**config.mk**
```make
export PLATFORM = sky130hd
export DESIGN_NAME = vid_timing_gen_cfg_flat
export DESIGN_NICKNAME = d
export VERILOG_FILES = /design/src/rtl/vid_timing_gen_cfg_if.sv /design/src/rtl/vid_timing_gen_cfg.sv /design/src/flat_wrapper.sv
export SDC_FILE = /design/constraint.sdc
export NUM_CORES = 1
export LEC_CHECK = 0
export CAP_MARGIN = 0
export CORE_ASPECT_RATIO = 0.7
export CORE_MARGIN = 4
export CORE_UTILIZATION = 53
export DETAILED_ROUTE_END_ITERATION = 6
export GPL_TIMING_DRIVEN = 0
export PLACE_DENSITY = 0.74
export SYNTH_ARGS = -nofsm -noshare
export SYNTH_HDL_FRONTEND = slang
export SYNTH_SLANG_ARGS = --single-unit
```
**constraint.sdc**
```tcl
create_clock -name CLK -period 9.3 [get_ports CLK]
set_clock_uncertainty 0.1 [all_clocks]
set_input_delay 2.325 -clock CLK [delete_from_list [all_inputs] [get_ports CLK]]
set_output_delay 2.325 -clock CLK [all_outputs]
set_load 0.01 [all_outputs]
```
**src/rtl/vid_timing_gen_cfg_if.sv**
```systemverilog
// rtl/vid_timing_gen_cfg_if.sv - configuration load bus for the video timing generator
interface vid_timing_gen_cfg_if #(
    parameter int CNT_W = 11
);
    logic             CFG_LOAD;
    logic [CNT_W-1:0] CFG_H_ACTIVE;
    logic [CNT_W-1:0] CFG_H_FP;
    logic [CNT_W-1:0] CFG_H_SYNC;
    logic [CNT_W-1:0] CFG_H_BP;
    logic [CNT_W-1:0] CFG_V_ACTIVE;
    logic [CNT_W-1:0] CFG_V_FP;
    logic [CNT_W-1:0] CFG_V_SYNC;
    logic [CNT_W-1:0] CFG_V_BP;
    logic             CFG_H_POL;
    logic             CFG_V_POL;
    logic             CFG_PENDING;
    logic             CFG_ERR;

    modport master (
        output CFG_LOAD, CFG_H_ACTIVE, CFG_H_FP, CFG_H_SYNC, CFG_H_BP,
               CFG_V_ACTIVE, CFG_V_FP, CFG_V_SYNC, CFG_V_BP, CFG_H_POL, CFG_V_POL,
        input  CFG_PENDING, CFG_ERR
    );

    modport slave (
        input  CFG_LOAD, CFG_H_ACTIVE, CFG_H_FP, CFG_H_SYNC, CFG_H_BP,
               CFG_V_ACTIVE, CFG_V_FP, CFG_V_SYNC, CFG_V_BP, CFG_H_POL, CFG_V_POL,
        output CFG_PENDING, CFG_ERR
    );
endinterface

```
**src/rtl/vid_timing_gen_cfg.sv**
```systemverilog
// rtl/vid_timing_gen_cfg.sv - run-time reconfigurable video timing generator with matched control delay
module vid_timing_gen_cfg #(
    parameter int   CNT_W        = 11,
    parameter int   CTRL_DELAY   = 3,
    parameter int   FRM_W        = 16,
    parameter int   DEF_H_ACTIVE = 1280,
    parameter int   DEF_H_FP     = 64,
    parameter int   DEF_H_SYNC   = 128,
    parameter int   DEF_H_BP     = 192,
    parameter logic DEF_H_POL    = 1'b0,
    parameter int   DEF_V_ACTIVE = 720,
    parameter int   DEF_V_FP     = 3,
    parameter int   DEF_V_SYNC   = 5,
    parameter int   DEF_V_BP     = 20,
    parameter logic DEF_V_POL    = 1'b0
) (
    input  logic                 CLK,
    input  logic                 nRST,
    vid_timing_gen_cfg_if.slave  cfg,
    output logic [CNT_W-1:0]     HCNT,
    output logic [CNT_W-1:0]     VCNT,
    output logic                 SOF,
    output logic                 EOL,
    output logic                 DE,
    output logic                 HSYNC,
    output logic                 VSYNC,
    output logic [FRM_W-1:0]     FRAME_CNT
);

    localparam int TW = CNT_W + 2;
    localparam logic [TW-1:0] TOT_MAX = TW'(1) << CNT_W;
    localparam logic [2:0] CTL_IDLE = {1'b0, ~DEF_H_POL, ~DEF_V_POL};

    typedef struct packed {
        logic [CNT_W-1:0] h_active;
        logic [CNT_W-1:0] h_fp;
        logic [CNT_W-1:0] h_sync;
        logic [CNT_W-1:0] h_bp;
        logic [CNT_W-1:0] v_active;
        logic [CNT_W-1:0] v_fp;
        logic [CNT_W-1:0] v_sync;
        logic [CNT_W-1:0] v_bp;
        logic             h_pol;
        logic             v_pol;
    } timing_t;

    localparam timing_t DEF_TIMING = '{
        h_active: CNT_W'(DEF_H_ACTIVE), h_fp: CNT_W'(DEF_H_FP),
        h_sync:   CNT_W'(DEF_H_SYNC),   h_bp: CNT_W'(DEF_H_BP),
        v_active: CNT_W'(DEF_V_ACTIVE), v_fp: CNT_W'(DEF_V_FP),
        v_sync:   CNT_W'(DEF_V_SYNC),   v_bp: CNT_W'(DEF_V_BP),
        h_pol:    DEF_H_POL,            v_pol: DEF_V_POL
    };

    function automatic logic [TW-1:0] sum4(input logic [CNT_W-1:0] a, b, c, d);
        return TW'(a) + TW'(b) + TW'(c) + TW'(d);
    endfunction

    timing_t          run_q;
    timing_t          pend_q;
    timing_t          req;
    logic             pending_q;
    logic             err_q;
    logic [CNT_W-1:0] hcnt_q;
    logic [CNT_W-1:0] vcnt_q;
    logic [FRM_W-1:0] frame_q;

    logic [TW-1:0] h_tot, v_tot, req_h_tot, req_v_tot;
    logic [TW-1:0] hc, vc, hs_start, vs_start;
    logic          h_last, v_last, frame_end, apply;
    logic          req_ok, load_ok, load_bad;
    logic          de_raw, hs_raw, vs_raw;
    logic [2:0]    ctl;

    assign req = '{
        h_active: cfg.CFG_H_ACTIVE, h_fp: cfg.CFG_H_FP,
        h_sync:   cfg.CFG_H_SYNC,   h_bp: cfg.CFG_H_BP,
        v_active: cfg.CFG_V_ACTIVE, v_fp: cfg.CFG_V_FP,
        v_sync:   cfg.CFG_V_SYNC,   v_bp: cfg.CFG_V_BP,
        h_pol:    cfg.CFG_H_POL,    v_pol: cfg.CFG_V_POL
    };

    assign req_h_tot = sum4(req.h_active, req.h_fp, req.h_sync, req.h_bp);
    assign req_v_tot = sum4(req.v_active, req.v_fp, req.v_sync, req.v_bp);
    assign req_ok    = (req.h_active != '0) && (req.h_sync != '0) &&
                       (req.v_active != '0) && (req.v_sync != '0) &&
                       (req_h_tot <= TOT_MAX) && (req_v_tot <= TOT_MAX);
    assign load_ok   = cfg.CFG_LOAD && req_ok;
    assign load_bad  = cfg.CFG_LOAD && !req_ok;

    assign h_tot     = sum4(run_q.h_active, run_q.h_fp, run_q.h_sync, run_q.h_bp);
    assign v_tot     = sum4(run_q.v_active, run_q.v_fp, run_q.v_sync, run_q.v_bp);
    assign hc        = TW'(hcnt_q);
    assign vc        = TW'(vcnt_q);
    assign h_last    = (hc == h_tot - TW'(1));
    assign v_last    = (vc == v_tot - TW'(1));
    assign frame_end = h_last && v_last;
    // The frame's last pixel is the only point where the running timing may change.
    assign apply     = frame_end && pending_q;

    always_ff @(posedge CLK) begin
        if (!nRST) begin
            run_q     <= DEF_TIMING;
            pend_q    <= DEF_TIMING;
            pending_q <= 1'b0;
            err_q     <= 1'b0;
            hcnt_q    <= '0;
            vcnt_q    <= '0;
            frame_q   <= '0;
        end else begin
            err_q <= load_bad;
            if (apply) begin
                run_q <= pend_q;
            end
            if (load_ok) begin
                pend_q <= req;
            end
            // A load landing on the apply edge queues behind the one being applied.
            pending_q <= load_ok || (pending_q && !apply);
            if (h_last) begin
                hcnt_q <= '0;
                if (v_last) begin
                    vcnt_q  <= '0;
                    frame_q <= frame_q + FRM_W'(1);
                end else begin
                    vcnt_q <= vcnt_q + CNT_W'(1);
                end
            end else begin
                hcnt_q <= hcnt_q + CNT_W'(1);
            end
        end
    end

    assign hs_start = TW'(run_q.h_active) + TW'(run_q.h_fp);
    assign vs_start = TW'(run_q.v_active) + TW'(run_q.v_fp);
    assign de_raw   = (hc < TW'(run_q.h_active)) && (vc < TW'(run_q.v_active));
    assign hs_raw   = (hc >= hs_start) && (hc < hs_start + TW'(run_q.h_sync));
    assign vs_raw   = (vc >= vs_start) && (vc < vs_start + TW'(run_q.v_sync));
    assign ctl      = {de_raw, hs_raw ~^ run_q.h_pol, vs_raw ~^ run_q.v_pol};

    generate
        if (CTRL_DELAY == 0) begin : g_nodly
            assign {DE, HSYNC, VSYNC} = ctl;
        end else begin : g_dly
            logic [CTRL_DELAY-1:0][2:0] dly_q;
            always_ff @(posedge CLK) begin
                if (!nRST) begin
                    dly_q <= {CTRL_DELAY{CTL_IDLE}};
                end else begin
                    dly_q[0] <= ctl;
                    for (int i = 1; i < CTRL_DELAY; i++) begin
                        dly_q[i] <= dly_q[i-1];
                    end
                end
            end
            assign {DE, HSYNC, VSYNC} = dly_q[CTRL_DELAY-1];
        end
    endgenerate

    assign HCNT            = hcnt_q;
    assign VCNT            = vcnt_q;
    assign SOF             = (hcnt_q == '0) && (vcnt_q == '0);
    assign EOL             = h_last;
    assign FRAME_CNT       = frame_q;
    assign cfg.CFG_PENDING = pending_q;
    assign cfg.CFG_ERR     = err_q;

endmodule

```
**src/flat_wrapper.sv**
```systemverilog
// flat-port wrapper written by rule: the top's interface ports become plain ports
module vid_timing_gen_cfg_flat 
#(
    parameter int   CNT_W        = 11,
    parameter int   CTRL_DELAY   = 3,
    parameter int   FRM_W        = 16,
    parameter int   DEF_H_ACTIVE = 1280,
    parameter int   DEF_H_FP     = 64,
    parameter int   DEF_H_SYNC   = 128,
    parameter int   DEF_H_BP     = 192,
    parameter logic DEF_H_POL    = 1'b0,
    parameter int   DEF_V_ACTIVE = 720,
    parameter int   DEF_V_FP     = 3,
    parameter int   DEF_V_SYNC   = 5,
    parameter int   DEF_V_BP     = 20,
    parameter logic DEF_V_POL    = 1'b0
)
  (CLK, nRST, HCNT, VCNT, SOF, EOL, DE, HSYNC, VSYNC, FRAME_CNT, cfg_CFG_LOAD, cfg_CFG_H_ACTIVE, cfg_CFG_H_FP, cfg_CFG_H_SYNC, cfg_CFG_H_BP, cfg_CFG_V_ACTIVE, cfg_CFG_V_FP, cfg_CFG_V_SYNC, cfg_CFG_V_BP, cfg_CFG_H_POL, cfg_CFG_V_POL, cfg_CFG_PENDING, cfg_CFG_ERR);
  vid_timing_gen_cfg_if #(.CNT_W(CNT_W)) cfg_i ();
  input  logic CLK;
  input  logic nRST;
  output logic [CNT_W-1:0] HCNT;
  output logic [CNT_W-1:0] VCNT;
  output logic SOF;
  output logic EOL;
  output logic DE;
  output logic HSYNC;
  output logic VSYNC;
  output logic [FRM_W-1:0] FRAME_CNT;
  input wire logic [$bits(cfg_i.CFG_LOAD)-1:0] cfg_CFG_LOAD;
  input wire logic [$bits(cfg_i.CFG_H_ACTIVE)-1:0] cfg_CFG_H_ACTIVE;
  input wire logic [$bits(cfg_i.CFG_H_FP)-1:0] cfg_CFG_H_FP;
  input wire logic [$bits(cfg_i.CFG_H_SYNC)-1:0] cfg_CFG_H_SYNC;
  input wire logic [$bits(cfg_i.CFG_H_BP)-1:0] cfg_CFG_H_BP;
  input wire logic [$bits(cfg_i.CFG_V_ACTIVE)-1:0] cfg_CFG_V_ACTIVE;
  input wire logic [$bits(cfg_i.CFG_V_FP)-1:0] cfg_CFG_V_FP;
  input wire logic [$bits(cfg_i.CFG_V_SYNC)-1:0] cfg_CFG_V_SYNC;
  input wire logic [$bits(cfg_i.CFG_V_BP)-1:0] cfg_CFG_V_BP;
  input wire logic [$bits(cfg_i.CFG_H_POL)-1:0] cfg_CFG_H_POL;
  input wire logic [$bits(cfg_i.CFG_V_POL)-1:0] cfg_CFG_V_POL;
  output wire logic [$bits(cfg_i.CFG_PENDING)-1:0] cfg_CFG_PENDING;
  output wire logic [$bits(cfg_i.CFG_ERR)-1:0] cfg_CFG_ERR;
  assign cfg_i.CFG_LOAD = cfg_CFG_LOAD;
  assign cfg_i.CFG_H_ACTIVE = cfg_CFG_H_ACTIVE;
  assign cfg_i.CFG_H_FP = cfg_CFG_H_FP;
  assign cfg_i.CFG_H_SYNC = cfg_CFG_H_SYNC;
  assign cfg_i.CFG_H_BP = cfg_CFG_H_BP;
  assign cfg_i.CFG_V_ACTIVE = cfg_CFG_V_ACTIVE;
  assign cfg_i.CFG_V_FP = cfg_CFG_V_FP;
  assign cfg_i.CFG_V_SYNC = cfg_CFG_V_SYNC;
  assign cfg_i.CFG_V_BP = cfg_CFG_V_BP;
  assign cfg_i.CFG_H_POL = cfg_CFG_H_POL;
  assign cfg_i.CFG_V_POL = cfg_CFG_V_POL;
  assign cfg_CFG_PENDING = cfg_i.CFG_PENDING;
  assign cfg_CFG_ERR = cfg_i.CFG_ERR;
  vid_timing_gen_cfg #(.CNT_W(CNT_W), .CTRL_DELAY(CTRL_DELAY), .FRM_W(FRM_W), .DEF_H_ACTIVE(DEF_H_ACTIVE), .DEF_H_FP(DEF_H_FP), .DEF_H_SYNC(DEF_H_SYNC), .DEF_H_BP(DEF_H_BP), .DEF_H_POL(DEF_H_POL), .DEF_V_ACTIVE(DEF_V_ACTIVE), .DEF_V_FP(DEF_V_FP), .DEF_V_SYNC(DEF_V_SYNC), .DEF_V_BP(DEF_V_BP), .DEF_V_POL(DEF_V_POL)) u_core (.CLK(CLK), .nRST(nRST), .cfg(cfg_i), .HCNT(HCNT), .VCNT(VCNT), .SOF(SOF), .EOL(EOL), .DE(DE), .HSYNC(HSYNC), .VSYNC(VSYNC), .FRAME_CNT(FRAME_CNT));
endmodule
```
==> results.tsv, run 1 <==
metric	value	unit
layout_min_cycle_time	9053	ps
grt-ovfl-total	0	
synth_enable_flop_cells	0	
worst-path-max-fanout	7	
dp.cells	2489	
drc_errors	0	
cts_hold_buf	0	
clock_path_buffers	3	
syn_avg_cell_area	8.522	µm²
power.density	140.3	nW/µm²
use_met2	0.3789	
coreArea	30370	µm²
use_met3	0.04049	
final_nets	2422	
required	6880	ps
vias	14300	
status	finished clean	
diodes	0	
initial_core_util	0.5446	
instances_no_fill	2536	
utilization	0.6340	
hp-class	reg -> reg	
cts_tree	built	
row_count	53	
synth.distinct_cells	74	
yosysTopAreaCell	dfxtp_1	
dieHeight	155.8	µm
r2r_cells	29	
ys_ff_latch	229	
yosysWarnings	0	
post-dp-hpwl	37780	µm
htreeDepth	1	
global_route.usage.total	0.2680	
synth-main-ff-cell	dfxtp_1	
timing.slew.headroom	0.4704	
wirelength	46810	µm
grt_start_max_net_pins	15	
ys_async_sr_fraction	0	
tightest_slew	789.6	ps
numCtsBuffers	24	
clk_latency	550	ps
ir_drop	127.1	µV
gp_congestion	0.9225	
critPathKind	reg -> out	
die_w	219.2	µm
hold_depth	1	
hold_viol	0	
use_met1	0.4309	
cp-start-kind	flip-flop	
synthesis.instances	1941	
yosysTopAreaCellShare	0.2772	
grt_first_pass_wirelength	73130	µm
cts_sinks	229	
maxCapViolations	0	
avgRoutedWirePerCell	18.46	µm
drt-initial-drc-count	1292	
syn2layout_area_growth	16.41	%
synth_area_leaders	dfxtp_1 28%, ha_1 14%, mux2i_1 11%, nand2_1 6.6%, inv_1 5.1%	
drive_gt1_frac	0.04520	
grt_pass1_vias	13440	
mostFrequentLayoutCells	292 x nand2_1, 229 x dfxtp_1, 226 x inv_1	
cts-root-buf	clkbuf_16	
fmax	110.5	MHz
min_period_over_period	0.9734	
synth_seq_area_share	0.2772	
hold_slack	308.4	ps
ant_nets	0	
end_kind	output port	
die_area	34140	µm²
finalSetupViolations	0	
final_cell_area	19250	µm²
maxSlewViolCount	0	
syn_nets	2257	
antenna_found_initial	0	
fin_ws	247.2	ps
vias_per_cell	5.640	
io_buffers	136	
dp_slack	272.8	ps
top_level_ports	138	
dpl_cell_area	18420	µm²
syn_area	16540	µm²
first_pass_iters	5	
power.leakage	0.008889	µW
clk_pin_slew	60	ps
cp.arrival	6630	ps
busiest_layer	met1	
layout_commonest_cell	nand2_1	
-- where the power goes --
group	internal [µW]	total (µW)	switching, µW
logic	304	705	401
clock network	534	959	425
registers	1020	1040	14.3
-- timing repair --
item                                    CTS  global route
endpoints found under the setup margin    1             1
gates resized for setup                   3             5
pin swaps                                 0             2
buffers inserted                          0             4
-- cell usage after synthesis (13+ instances only) --
cell type,n
inv_1,226
nor3_1,23
o21bai_1,25
o211ai_1,14
fa_1,32
o21ai_0,45
a21o_1,36
nand3_1,30
nor4_1,23
a31oi_1,18
dfxtp_1,229
clkbuf_1,43
xor2_1,53
nor2_1,104
nand4_1,14
a21oi_1,83
nand2b_1,30
mux2i_1,184
xnor2_1,72
nand2_1,292
ha_1,191
buf_2,13
-- registers in the layout, indices dropped and copies added (netlist names), 6 cells and up --
signal / cells
u_core.run_q: 90
u_core.VCNT: 11
u_core.FRAME_CNT: 16
u_core.HCNT: 11
u_core.pend_q: 90
u_core.g_dly.dly_q: 6
-- kinds of logic after synthesis --
group,count (synthesis),synth area share
buffers and inverters,293,0.07700
adder cells (fa/ha/maj),226,0.1850
AO/OA/AOI/OAI,294,0.1184
XOR/XNOR,125,0.06619
multiplexers,186,0.1127
flip-flops,229,0.2772
AND/OR/NAND/NOR,588,0.1635
-- per-layer routing --
| layer | wire (µm) | vias up |
|---|---|---|
| met1 | 23700 | 6776 |
| met4 | 748 | 0 |
| met2 | 18380 | 504 |
| li1 | - | 6974 |
| met3 | 3979 | 48 |
| met5 | 0 | - |
-- final timing paths --
path	endpoint	slack, ps	from
setup / recovery	EOL	250	u_core.run_q[68]
hold / removal	u_core.g_dly.dly_q[3]	310	u_core.g_dly.dly_q[0]
setup reg to reg	u_core.VCNT[4]	2290	u_core.run_q[68]
hold reg to reg	u_core.g_dly.dly_q[3]	310	u_core.g_dly.dly_q[0]
-- layout make-up --
| cell class | count | area (µm²) |
|---|---|---|
| Fill cell | 2664 | 11120 |
| Multi-Input combinational cell | 1419 | 10700 |
| Sequential cell | 229 | 4584 |
| Timing Repair Buffer | 140 | 1391 |
| Inverter | 226 | 848.3 |
| Clock buffer | 32 | 660.6 |
| Tap cell | 412 | 515.5 |
| Buffer | 66 | 429.2 |
| Clock inverter | 12 | 125.1 |
-- per-stage QoR --
stage / TNS, ps / total power, µW
finish: 0 / 2702
global route: -51.74 / 2818
detailed placement: 0 / 1750
CTS: 0 / 2694
global placement: 0 / 1723
floorplan: 0 / 1559
-- worst max-delay path: stages, from the launching register on --
cell	delay, ps
dfxtp_1	340
ha_1	230
fa_1	400
a21o_1	190
a21oi_2	200
o21bai_1	110
a21oi_2	200
xnor2_1	130
ha_1	230
or3_1	360
o31a_1	270
a21oi_1	150
o21ai_0	130
xnor2_1	250
ha_1	270
inv_1	60
ha_2	330
xnor2_2	200
nor3_1	90
nor4b_1	310
nand4_1	150
a2111o_1	440
nor4_4	340
buf_6	180
clkdlybuf4s50_1	530
No activity file was read; power rests on OpenSTA's default activity.
==> inputs of run 2 (changes only) <==
--- a/config.mk
+++ b/config.mk
@@ -6,7 +6,7 @@
 export NUM_CORES = 1
 export LEC_CHECK = 0
 export CAP_MARGIN = 0
-export CORE_ASPECT_RATIO = 0.7
+export CORE_ASPECT_RATIO = 1.4
 export CORE_MARGIN = 4
 export CORE_UTILIZATION = 53
 export DETAILED_ROUTE_END_ITERATION = 6
@@ -15,3 +15,4 @@
 export SYNTH_ARGS = -nofsm -noshare
 export SYNTH_HDL_FRONTEND = slang
 export SYNTH_SLANG_ARGS = --single-unit
+export TNS_END_PERCENT = 10
==> results.tsv, run 2 (synthesis gave the netlist of run 1 again) <==
metric	value	unit
cts_sinks	229	
share_seq_of_total_power	0.387	
fin_tns_setup	0	ps
grt-ovfl-total	0	
post-dp-hpwl	36260	µm
initial_core_util	0.5369	
cpLargestDelayFamily	compound AO/OA/AOI/OAI gates	
reg2reg_slack	2110	ps
clock_path_buffers	3	
wl_met2	21200	µm
hold_slack	306.6	ps
worst-path-max-fanout	10	
p_switching	807.6	µW
dp_slack	145.1	ps
min_period_over_period	0.9748	
final_nets	2419	
coreArea	30810	µm²
path_buf_inv	3	
crit_slowest_cell	clkdlybuf4s50_1	
hold_start	u_core.g_dly.dly_q[1]	
drt-initial-drc-count	581	
die_w	157.3	µm
maxCapViolations	0	
mostFrequentLayoutCells	292 x nand2_1, 229 x dfxtp_1, 226 x inv_1	
grt_start_max_net_pins	15	
fmax	110.3	MHz
layout_commonest_cell	nand2_1	
drive_gt1_frac	0.04294	
fillCellCount	2689	
htreeDepth	1	
required	6880	ps
clk_latency	540	ps
first_pass_iters	5	
internal_power	1875	µW
maxSlewViolCount	0	
dpl_cell_area	18390	µm²
avgRoutedWirePerCell	17.71	µm
status	finished clean	
syn2layout_area_growth	16.01	%
clk_pin_slew	60	ps
vias_per_cell	5.559	
power.leakage	0.008872	µW
ant_nets	0	
dr_wl_met3	1933	µm
end_kind	output port	
sw_frac_of_total	0.3011	
hold_viol	0	
cp.arrival	6640	ps
global_route.usage.total	0.2570	
power_frac_clock	0.353	
r2r_start	u_core.run_q[68]	
cts-root-buf	clkbuf_16	
power	2682	µW
cp-start-kind	flip-flop	
wirelength	44450	µm
hold_depth	1	
p_comb_frac	0.260	
grt_first_pass_wirelength	70880	µm
r2r-end	u_core.run_q[4]	
routed.top_layer	met4	
finalSetupViolations	0	
drc_errors	0	
drt-met1-wl	19260	µm
vias	13950	
critPathKind	reg -> out	
ir_drop	129.2	µV
die_area	34140	µm²
grt_pass1_vias	13790	
power.density	139.8	nW/µm²
critical_path.max_stage_delay	550	ps
r2r_cells	29	
io_buffers	136	
row_count	76	
dieHeight	217.0	µm
final_cell_area	19190	µm²
gp_congestion	0.9130	
top_level_ports	138	
antenna_found_initial	2	
layout_min_cycle_time	9065	ps
tightest_slew	833.4	ps
hold_path_end	u_core.g_dly.dly_q[4]	
fin_ws	234.6	ps
timing.slew.headroom	0.4444	
hp-class	reg -> reg	
cts_hold_buf	0	
numCtsBuffers	23	
cts_tree	built	
crit_chain	ha_1 -> fa_1 -> a21o_1 -> a21oi_1 -> o21bai_1 -> a21oi_1 -> xnor2_1 -> ha_1 -> or3_1 -> o31a_1 -> a21oi_1 -> o21ai_0 -> xnor2_1 -> ha_1 -> inv_1 -> ha_2 -> xnor2_2 -> nor3_1 -> nor4b_2 -> nand4_1 -> a2111o_1 -> nor4_4 -> buf_6 -> clkdlybuf4s50_1	
[run 2: cell count changes in the layout (fill, tap and decap cells not counted), moves of 2 or more]
cell | previous run | this run
buf_4 | 4 | 2
clkinv_4 | 2 | 0
a21oi_1 | 81 | 83
a21oi_2 | 2 | 0
[run 2: repair_timing]
item,in CTS,in global routing
endpoints found under the setup margin,1,1
hold endpoints to repair,0,0
pin swaps,1,1
gates resized for setup,3,4
buffers inserted,1,1
[run 2: power by group through the flow]
| stage | Sequential (µW) | Clock (µW) | Combinational (µW) |
|---|---|---|---|
| 2_1_floorplan | 1060 | 0 | 502 |
| 6_report | 1040 | 947 | 697 |
| 5_1_grt | 1040 | 992 | 768 |
| 3_5_place_dp | 1060 | 0 | 687 |
| 4_1_cts | 1040 | 953 | 691 |
| 3_3_place_gp | 1060 | 0 | 668 |
[run 2: worst reg2reg max path, delay by kind of cell, from the launching register on]
family / cells / cell delay [ps]
xor+xnor: 3 / 570
flops: 1 / 320
mux: 1 / 160
buf+inv: 5 / 980
fa+ha+maj: 5 / 1440
compound gates: 8 / 1830
simple gates: 7 / 1670
[run 2: worst max-delay path by stage]
stage,cells past startpoint,start,end
final,24,u_core.run_q[68],EOL
after global routing,24,u_core.run_q[79],EOL
after CTS,24,u_core.run_q[68],EOL
after detailed placement,25,u_core.run_q[68],EOL
after global placement,25,u_core.run_q[79],EOL
after floorplan,24,u_core.run_q[68],EOL
[run 2: routing by layer]
metal,track usage,up-vias
met1,0.3296,6520
met2,0.4379,376
met5,0,-
met3,0.02646,105
met4,0.1088,0
li1,-,6951
[run 2: area by class of cell]
class                   count  area, µm²  area share
multi-input cells        1419      10700      0.5576
flip-flops and latches    229       4584      0.2389
repair buffers            138       1376     0.07173
inverters                 226      848.3     0.04421
clock buffers              31      645.6     0.03365
well taps                 390      488.0     0.02543
plain buffers              66      429.2     0.02237
clock inverters            10      115.1    0.005999
diodes                      1      2.502   0.0001304
[run 2: stage by stage]
stage | std cells | utilization
2_1_floorplan | 1941 | -
3_3_place_gp | 2467 | 0.5969
3_5_place_dp | 2467 | 0.5969
4_1_cts | 2508 | 0.6221
6_report | 2510 | 0.6228
5_1_grt | 2510 | 0.6228
==> inputs of run 3 (changes only) <==
--- a/config.mk
+++ b/config.mk
@@ -11,7 +11,7 @@
 export CORE_UTILIZATION = 53
 export DETAILED_ROUTE_END_ITERATION = 6
 export GPL_TIMING_DRIVEN = 0
-export PLACE_DENSITY = 0.74
+export PLACE_DENSITY_LB_ADDON = 0.25
 export SYNTH_ARGS = -nofsm -noshare
 export SYNTH_HDL_FRONTEND = slang
 export SYNTH_SLANG_ARGS = --single-unit
==> results.tsv, run 3 (synthesis gave the netlist of run 1 again) <==
metric	value	unit
status	finished clean	
ir_drop	121.9	µV
cp.arrival	6620	ps
cts_hold_buf	0	
tightest_slew	820.8	ps
wirelength	45200	µm
clock_path_buffers	3	
io_buffers	136	
avgRoutedWirePerCell	18.00	µm
clk_latency	540	ps
rsz0062_at_grt	false	
global_route.usage.total	0.2642	
dp.cells	2467	
critPathKind	reg -> out	
drc_errors	0	
cts_sinks	229	
cpLargestDelayFamily	compound AO/OA/AOI/OAI gates	
path_buf_inv	4	
die_w	157.3	µm
layout_min_cycle_time	9040	ps
vias_per_cell	5.561	
r2r-end	u_core.run_q[4]	
post-dp-hpwl	36890	µm
drt-initial-drc-count	662	
top_level_ports	138	
sw_frac_of_total	0.2990	
power.density	141.2	nW/µm²
ant_nets	0	
grt-ovfl-total	0	
power	2718	µW
final_nets	2420	
r2r_start	u_core.run_q[68]	
hold_viol	0	
fillCellCount	2735	
cp-start-kind	flip-flop	
crit_slowest_cell	clkdlybuf4s50_1	
power.leakage	0.008910	µW
maxCapViolations	0	
layout_commonest_cell	nand2_1	
r2r_cells	29	
p_comb_frac	0.257	
htreeDepth	1	
critical_path.max_stage_delay	540	ps
first_pass_iters	6	
row_count	76	
diodes	0	
grt_start_max_net_pins	16	
cts-root-buf	clkbuf_16	
p_switching	812.8	µW
finalSetupViolations	0	
hp-class	reg -> reg	
reg2reg_slack	2280	ps
required	6880	ps
final_cell_area	19260	µm²
gp_congestion	0.9323	
die_area	34140	µm²
worst-path-max-fanout	10	
coreArea	30810	µm²
grt_pass1_vias	14290	
cts_tree	built	
fmax	110.6	MHz
cp_num_cells	25	
internal_power	1906	µW
hold_start	u_core.g_dly.dly_q[4]	
cp_common_cell	ha_1	
instances_no_fill	2511	
fin_tns_setup	0	ps
hold_depth	1	
initial_core_util	0.5369	
maxSlewViolCount	0	
drive_gt1_frac	0.04526	
grt_first_pass_wirelength	72870	µm
power_frac_clock	0.361	
antenna_found_initial	0	
syn2layout_area_growth	16.42	%
numCtsBuffers	24	
hold_path_end	u_core.HSYNC	
timing.slew.headroom	0.4528	
dieHeight	217.0	µm
share_seq_of_total_power	0.382	
vias	13960	
clk_pin_slew	60	ps
mostFrequentLayoutCells	292 x nand2_1, 229 x dfxtp_1, 226 x inv_1	
dpl_cell_area	18390	µm²
utilization	0.6250	
min_period_over_period	0.9721	
end_kind	output port	
## run 3: cell types whose count changed in the layout (fill, tap and decap cells not counted), moves of 2 or more
cell / previous run / this run
clkbuf_8: 4 / 6
a21oi_2: 0 / 2
clkinvlp_4: 2 / 0
a21oi_1: 83 / 81
## run 3: how the worst max path moves through the flow
stage | from | to | slack, ps
2_1_floorplan | u_core.run_q[68] | EOL | 1620
3_3_place_gp | u_core.run_q[79] | EOL | 80
3_5_place_dp | u_core.run_q[68] | EOL | 70
4_1_cts | u_core.run_q[68] | EOL | 50
5_1_grt | u_core.run_q[68] | EOL | 0.2
6_report | u_core.run_q[68] | EOL | 260
## run 3: through the flow
step	setup WS [ps]	hold WS [ps]
after floorplan	1623	286.3
after global placement	81.96	292.4
after detailed placement	71.98	300.9
after CTS	48.55	314.2
after global routing	0.2021	329.3
final	259.8	307.0
## run 3: cell type report
type | instances | area, µm² | area share
Clock inverter | 11 | 130.1 | 0.006757
Sequential cell | 229 | 4584 | 0.2381
Multi-Input combinational cell | 1419 | 10720 | 0.5566
Clock buffer | 32 | 680.7 | 0.03535
Buffer | 66 | 431.7 | 0.02242
Timing Repair Buffer | 138 | 1376 | 0.07147
Inverter | 226 | 848.3 | 0.04405
Tap cell | 390 | 488.0 | 0.02534
## run 3: power groups by stage
stage / combinational, µW / clock, µW / sequential (µW)
floorplan: 502 / 0 / 1060
global placement: 677 / 0 / 1060
detailed placement: 692 / 0 / 1060
CTS: 698 / 995 / 1040
global route: 780 / 1040 / 1040
finish: 699 / 981 / 1040
## run 3: what timing repair did
| item | in CTS | in global routing |
|---|---|---|
| resized for setup | 5 | 4 |
| pin swaps | 1 | 3 |
| endpoints found under the setup margin | 1 | 1 |
| buffers inserted | 2 | 0 |
## run 3: metal layers
| metal | GRT usage | vias up | share of wire |
|---|---|---|---|
| met4 | 0.1067 | 0 | 0.044 |
| li1 | - | 6952 | - |
| met1 | 0.3202 | 6559 | 0.41 |
| met5 | 0 | - | 0 |
| met3 | 0.02526 | 109 | 0.042 |
| met2 | 0.4750 | 344 | 0.50 |
